**config.mk**
```make
export PLATFORM = sky130hd
export DESIGN_NAME = window_streamer
export DESIGN_NICKNAME = d
export VERILOG_FILES = /design/src/rtl/lsh_pkg.sv /design/src/rtl/base_shift_reg.sv /design/src/rtl/window_streamer.sv
export SDC_FILE = /design/constraint.sdc
export NUM_CORES = 1
export LEC_CHECK = 0
export ABC_AREA = 1
export CORE_ASPECT_RATIO = 1.1
export CORE_MARGIN = 8
export CORE_UTILIZATION = 44
export DETAILED_ROUTE_END_ITERATION = 12
export PLACE_DENSITY = 0.76
export SETUP_SLACK_MARGIN = 0.05
export SKIP_CTS_REPAIR_TIMING = 1
export SKIP_LAST_GASP = 1
export SLEW_MARGIN = 5
export SYNTH_ARGS = -nofsm -noshare
export SYNTH_HDL_FRONTEND = slang
export SYNTH_SLANG_ARGS = --single-unit
```
**constraint.sdc**
```tcl
create_clock -name clk -period 1.3 [get_ports clk]
set_input_delay 0.13 -clock clk [delete_from_list [all_inputs] [get_ports clk]]
set_output_delay 0.13 -clock clk [all_outputs]
set_load 0.005 [all_outputs]
```
**src/rtl/lsh_pkg.sv**
```systemverilog
// rtl/lsh_pkg.sv - shared base encoding, window FSM states and default sizes
package lsh_pkg;

  typedef logic [1:0] base_t;

  localparam base_t BASE_A = 2'd0;
  localparam base_t BASE_C = 2'd1;
  localparam base_t BASE_G = 2'd2;
  localparam base_t BASE_T = 2'd3;

  typedef enum logic {
    FILL = 1'b0,
    EMIT = 1'b1
  } window_state_t;

  localparam int DEF_WINDOW_SIZE      = 128;
  localparam int DEF_WINDOW_STRIDE    = 64;
  localparam int DEF_LOG2_WINDOW_SIZE = 7;
  localparam int DEF_LOG2_MAX_WINDOWS = 10;

endpackage

```
**src/rtl/base_shift_reg.sv**
```systemverilog
// rtl/base_shift_reg.sv - DEPTH x 2-bit base shift register, oldest base at tap 0
module base_shift_reg
  import lsh_pkg::*;
#(
  parameter int DEPTH = DEF_WINDOW_SIZE
) (
  input  logic  clk_i,
  input  logic  rst_ni,
  input  logic  shift_en_i,
  input  base_t base_i,
  output base_t taps_o [0:DEPTH-1]
);

  base_t sr_q [0:DEPTH-1];

  always_ff @(posedge clk_i or negedge rst_ni) begin
    if (!rst_ni) begin
      for (int i = 0; i < DEPTH; i++) sr_q[i] <= BASE_A;
    end else if (shift_en_i) begin
      for (int i = 0; i < DEPTH - 1; i++) sr_q[i] <= sr_q[i+1];
      sr_q[DEPTH-1] <= base_i;
    end
  end

  assign taps_o = sr_q;

endmodule

```
**src/rtl/window_streamer.sv**
```systemverilog
// rtl/window_streamer.sv - builds strided sliding windows from a base stream
module window_streamer
  import lsh_pkg::*;
#(
  parameter int WINDOW_SIZE      = DEF_WINDOW_SIZE,
  parameter int WINDOW_STRIDE    = DEF_WINDOW_STRIDE,
  parameter int LOG2_WINDOW_SIZE = DEF_LOG2_WINDOW_SIZE,
  parameter int LOG2_MAX_WINDOWS = DEF_LOG2_MAX_WINDOWS
) (
  input  logic                        clk,
  input  logic                        reset,
  input  base_t                       base_in,
  input  logic                        base_valid,
  input  logic                        base_last,
  output logic                        base_ready,
  output base_t                       window [0:WINDOW_SIZE-1],
  output logic                        window_valid,
  input  logic                        window_ready,
  output logic                        window_last,
  output logic [LOG2_MAX_WINDOWS-1:0] window_index,
  output logic                        short_seq
);

  localparam int CW = LOG2_WINDOW_SIZE + 1;
  localparam logic [CW-1:0] NEED_FULL   = CW'(WINDOW_SIZE);
  localparam logic [CW-1:0] NEED_STRIDE = CW'(WINDOW_STRIDE);

  window_state_t               state_q, state_d;
  logic [CW-1:0]               need_q, need_d;
  logic [LOG2_MAX_WINDOWS-1:0] idx_q, idx_d;
  logic                        last_q, last_d;
  logic                        short_q, short_d;
  logic                        base_acc, win_acc;

  assign base_ready   = (state_q == FILL);
  assign window_valid = (state_q == EMIT);
  assign base_acc     = base_valid & base_ready;
  assign win_acc      = window_valid & window_ready;
  assign window_last  = last_q;
  assign window_index = idx_q;
  assign short_seq    = short_q;

  base_shift_reg #(.DEPTH(WINDOW_SIZE)) u_shift (
    .clk_i      (clk),
    .rst_ni     (reset),
    .shift_en_i (base_acc),
    .base_i     (base_in),
    .taps_o     (window)
  );

  always_ff @(posedge clk or negedge reset) begin
    if (!reset) begin
      state_q <= FILL;
      need_q  <= NEED_FULL;
      idx_q   <= '0;
      last_q  <= 1'b0;
      short_q <= 1'b0;
    end else begin
      state_q <= state_d;
      need_q  <= need_d;
      idx_q   <= idx_d;
      last_q  <= last_d;
      short_q <= short_d;
    end
  end

  always_comb begin
    state_d = state_q;
    need_d  = need_q;
    idx_d   = idx_q;
    last_d  = last_q;
    short_d = 1'b0;
    case (state_q)
      FILL: begin
        if (base_acc) begin
          if (need_q == CW'(1)) begin
            state_d = EMIT;
            last_d  = base_last;
            need_d  = need_q - CW'(1);
          end else if (base_last) begin
            // Stale window contents are left in place; a full refill overwrites them.
            short_d = (idx_q == '0);
            need_d  = NEED_FULL;
            idx_d   = '0;
          end else begin
            need_d = need_q - CW'(1);
          end
        end
      end
      EMIT: begin
        if (win_acc) begin
          state_d = FILL;
          if (last_q) begin
            need_d = NEED_FULL;
            idx_d  = '0;
            last_d = 1'b0;
          end else begin
            need_d = NEED_STRIDE;
            idx_d  = idx_q + LOG2_MAX_WINDOWS'(1);
          end
        end
      end
    endcase
  end

endmodule
```
Yosys cells after proc, flatten, opt, wreduce, memory -nomap -nowiden
Index checks and enable logic that the tools add are counted.

operators by class
  add/sub/neg operators = 2
  multipliers = 0
  divide/modulo/power cells = 0
  $lt $le $gt $ge = 0
  eq/ne operators = 6
  shift-type cells = 0
  multiplexer cells = 24
  bitwise logic cells = 3
  reductions and logical operators = 4

operators with widths
  kind                                                   count
  two-way mux 10 bit                                     5
  two-way mux 8 bit                                      5
  case mux 10 bit (2 select lines)                       1
  case mux 8 bit (2 select lines)                        1
  adder 10 x 1 -> 10 bit, second input constant          1
  logical NOT 10 bit                                     1
  two-way mux 1 bit                                      10
  equality test 8 x 1 -> 1 bit, second input constant    1
  subtractor 8 x 1 -> 8 bit, second input constant       1
  inequality test 2 x 1 -> 1 bit, second input constant  3
  inequality test 2 bit, second input constant           2
  case mux 1 bit (2 select lines)                        2
  AND reduction 4 bit                                    1
  AND reduction 3 bit                                    1
  bitwise AND 1 bit                                      2
  AND reduction 2 bit                                    1
  inverter 1 bit                                         1

storage, ports and cells
  bits in registers = 277
  latch bits = 0
  memory bits (writable) = 0
  ROM bits = 0
  input port bits = 7
  output and inout bits = 270
  logic and storage cells = 172
  memories = 0

Logic depth before layout (Yosys ltp)
Gate-level depths: netlist of run 1.

  depth in word-level cells = 5
  depth in mapped cells = 10

Modules after synthesis
From an unflattened synthesis of run 1, not the netlist that was laid out.

second synthesis, totals
  cell total of the unflattened synthesis = 1253
  area, all modules = 11124.4 um^2

modules (own cells, without submodules)
  module           times used  cells each  area each (um^2)  seq. area each (um^2)
  base_shift_reg   1           1082        9805.7            6406.1
  window_streamer  1           171         1318.8            526.8

Worst setup path before layout of run 1
No wires, ideal clock.

  kind = register to register
  from = register need_q[1]
  to = register idx_q[3], in the netlist window_index[3]
  library setup time = 0.118 ns
  arrival time = 1.217 ns
  required time = 1.182 ns
  slack = -0.035 ns
  cell stages (with the launch flop) = 11
  buffers on the path = 1
  clock period less this slack = 1.335 ns
  cell sequence = dfrtp_1 > inv_1 > ha_1 > inv_1 > nor2_1 > nand3_2 > nand2_2 > nor2_4 > buf_6 > nand2_1 > o21ai_2

between the ends
  longest elaborated chain between the ends = 3

ends and longest elaborated chain
  item                                    line                   source
  start: declaration                      window_streamer.sv:29  logic [CW-1:0] need_q, need_d;
  start signal: assignment                window_streamer.sv:60  need_q <= need_d;
  equality test 8 x 1 -> 1 bit            window_streamer.sv:76  if (need_q == CW'(1)) begin
  inequality test 2 bit (no source line)  n/a
  AND reduction 4 bit (no source line)    n/a
  end signal: assignment                  window_streamer.sv:61  idx_q <= idx_d;
  end: declaration                        window_streamer.sv:30  logic [LOG2_MAX_WINDOWS-1:0] idx_q, idx_d;

No other way between the ends.
A chain may end at the register's enable or synchronous reset.

Final worst setup path of run 1
  from = register state_q, in the netlist window_valid
  to = output window_valid

RTL lines
  item                      line                   source
  start: declaration        window_streamer.sv:28  window_state_t state_q, state_d;
  start signal: assignment  window_streamer.sv:59  state_q <= state_d;
  end: declaration          window_streamer.sv:17  output logic window_valid,

No word-level cell between the ends.

==> metrics.txt, run 1 <==
TritonRoute pass-1 iters 6; sequential fraction of design power 0.434; H-Tree Depth 1; diode count 0; R2R cell count 7; total track usage 0.200; Total Power 23.8 mW; Critical Path RT 1.17 ns; Arr. time, crit path 1.35 ns; Final WS setup -0.178 ns; CP most frequent cell buf_6; Synth area leader dfrtp_1; CP peak stage delay 0.41 ns; Clock Sinks 277; pwr/cell area 1430 nW/um2; Ys Warns 0; CTS buffer count 29; clk root buf clkbuf_16; most common cell after layout, fill and taps aside nand2_1; share of cells above drive strength 1 0.276; WL/cell 16.8 um; Initial Util 0.447; ys flop type dfrtp_1; Die Height 181 um; RSZ-0062 raised after global routing yes; CTS tree yes; switching power as a share of total power 0.287; EDFF count, synth 0; Clock Power Share 0.321; cells along the critical path buf_6 -> buf_6 -> dlymetal6s2s_1; critical path class register to output port; CP Launch Type register; Worst slew margin 0.754; nets@finish 1772; outcome finished with violations; core area 24500 um2; P_sw 6.83 mW; Layout Skew 0.0152 ns; Post-Place Worst Slack -0.278 ns; Final min period 1.48 ns; hold_ws 0.0658 ns; power share of the combinational group 0.245; top-area cell type share of the netlist area 0.632; initial antenna violation count 0; mean post-synth cell area 8.75 um2; largest net degree at the start of global routing 62; Crit-path slowest cell dfrtp_2; area grow syn2layout 52.0%; vias in the first global route 9495; failing checks setup timing; Final ANT Viol Nets 0; Critical Path End Type output port; IO buf count 276; die width 166 um; Pleak 11.4 nW; Seq/Total Area, Yosys 0.634; max cap viols 0; worst-margin pin slew 0.365 ns; num rows 60; Final Setup Violations 272; DR DRC count 0; Post-Syn Area 10900 um2; GP Congestion 0.843; Worst-path clk slew 0.06 ns; vias per inst 4.95; crit-path max FO 5; Die Area 30100 um2; Detailed Route WL 35.0 mm; Max Freq 0.677 GHz; # placed instances 1847; total congestion overflow 0; Slew Limit Fails 0; most frequent cells in the layout 770 x nand2_1, 266 x dfrtp_1, 231 x buf_4, 151 x clkbuf_2, 117 x dlymetal6s2s_1; final HPWL from detailed placement 21.3 mm; DRT iter0 DRCs 796; first-pass GRT wire length 50.1 mm; IO Pins 277; #FFs+latches synth 277; final cell count without fillers 2087; via count 10300; Gate Count Post-Synth 1249; syn nets 1260; final hold vios 0; Tcrit/Tclk final 1.14; Clock Path Buffers 3; Hold Path Class primary input to async pin; internal cell power 17.0 mW; fraction of registers with async set/reset 1.00; Netlist cell types 28; Worst IR Drop VDD 1.03 mV; synth top area cells dfrtp_1 63%, nand2_1 27%, buf_4 1.5%; worst skew pair latency 0.53 ns
power by group through the flow:
| stage | clock [mW] | sequential, mW | combinational, mW |
|---|---|---|---|
| 2_1_floorplan | 0 | 10.5 | 1.84 |
| 3_3_place_gp | 0 | 10.6 | 4.87 |
| 3_5_place_dp | 0 | 10.6 | 4.98 |
| 4_1_cts | 7.82 | 10.5 | 5.02 |
| 5_1_grt | 8.20 | 10.4 | 6.38 |
| 6_report | 7.65 | 10.3 | 5.84 |
cells by family after synthesis:
| family | Yosys count | share of synthesized area |
|---|---|---|
| XOR/XNOR | 3 | 0.00240 |
| buffers and inverters | 96 | 0.0448 |
| AND/OR/NAND/NOR | 829 | 0.294 |
| flip-flops | 277 | 0.634 |
| adder cells (fa/ha/maj) | 4 | 0.00458 |
| AO/OA/AOI/OAI | 40 | 0.0195 |
synthesized netlist by cell type (3+ instances only):
cell / instances
nor2_2: 3
nor2_1: 11
xor2_1: 3
buf_2: 25
inv_2: 5
nand3_1: 19
o21ai_1: 7
dfrtp_1: 276
ha_1: 4
inv_1: 32
o21ai_0: 26
nand2_2: 3
buf_4: 22
nand4_1: 14
clkbuf_1: 10
nand2_1: 772
registers in the layout, summed over array words and instances (netlist names):
| name | count |
|---|---|
| window_last | 1 |
| need_q | 8 |
| short_seq | 1 |
| window_index | 10 |
| u_shift.taps_o | 256 |
| window_valid | 1 |
path summary, 6_finish.rpt:
path	start	to	slack [ns]
max	window_valid	window_valid	-0.18
min	reset	u_shift.taps_o[12]	0.07
max reg2reg	window_valid	u_shift.taps_o[146]	-0.17
min reg2reg	u_shift.taps_o[197]	u_shift.taps_o[197]	0.49
max in group asynchronous	reset	need_q[7]	0.59
min in group clk	base_in[0]	u_shift.taps_o[0]	0.17
worst max-delay path, delay by kind of cell (launching register included):
kind     cells  cell delay, ns
buf+inv      3            0.40
flops        1            0.41
metal layers:
layer  global-route usage  vias up  share of wire
li1                     -     4831              -
met1                0.243     5040           0.40
met2                0.329      387           0.49
met3               0.0735       65          0.084
met4               0.0581        0          0.024
met5                    0        -              0
layout make-up:
class                      instances  area [um2]
clock buffer                      43         838
clock inverter                     4        23.8
fill                            1793        7860
inverter                          37         168
multi-input combinational        876        3550
sequential                       277        6950
tap                              310         388
timing repair buffer             539        4680
timing repair inverter             1        11.3
stage by stage:
stage | setup TNS (ns) | utilization | instance area, um2
2_1_floorplan | 0 | - | 10900
3_3_place_gp | -58.70 | 0.592 | 14500
3_5_place_dp | -60.69 | 0.592 | 14500
4_1_cts | -92.91 | 0.627 | 15400
5_1_grt | -33.06 | 0.679 | 16600
6_report | -17.62 | 0.679 | 16600
Power figures use the tool's default switching activity.
==> inputs of run 2 (changes only) <==
Settings changed: CAP_MARGIN from default to 10.
==> results of run 2 <==
The final DEF is identical to that of run 1; final timing and power are the same.
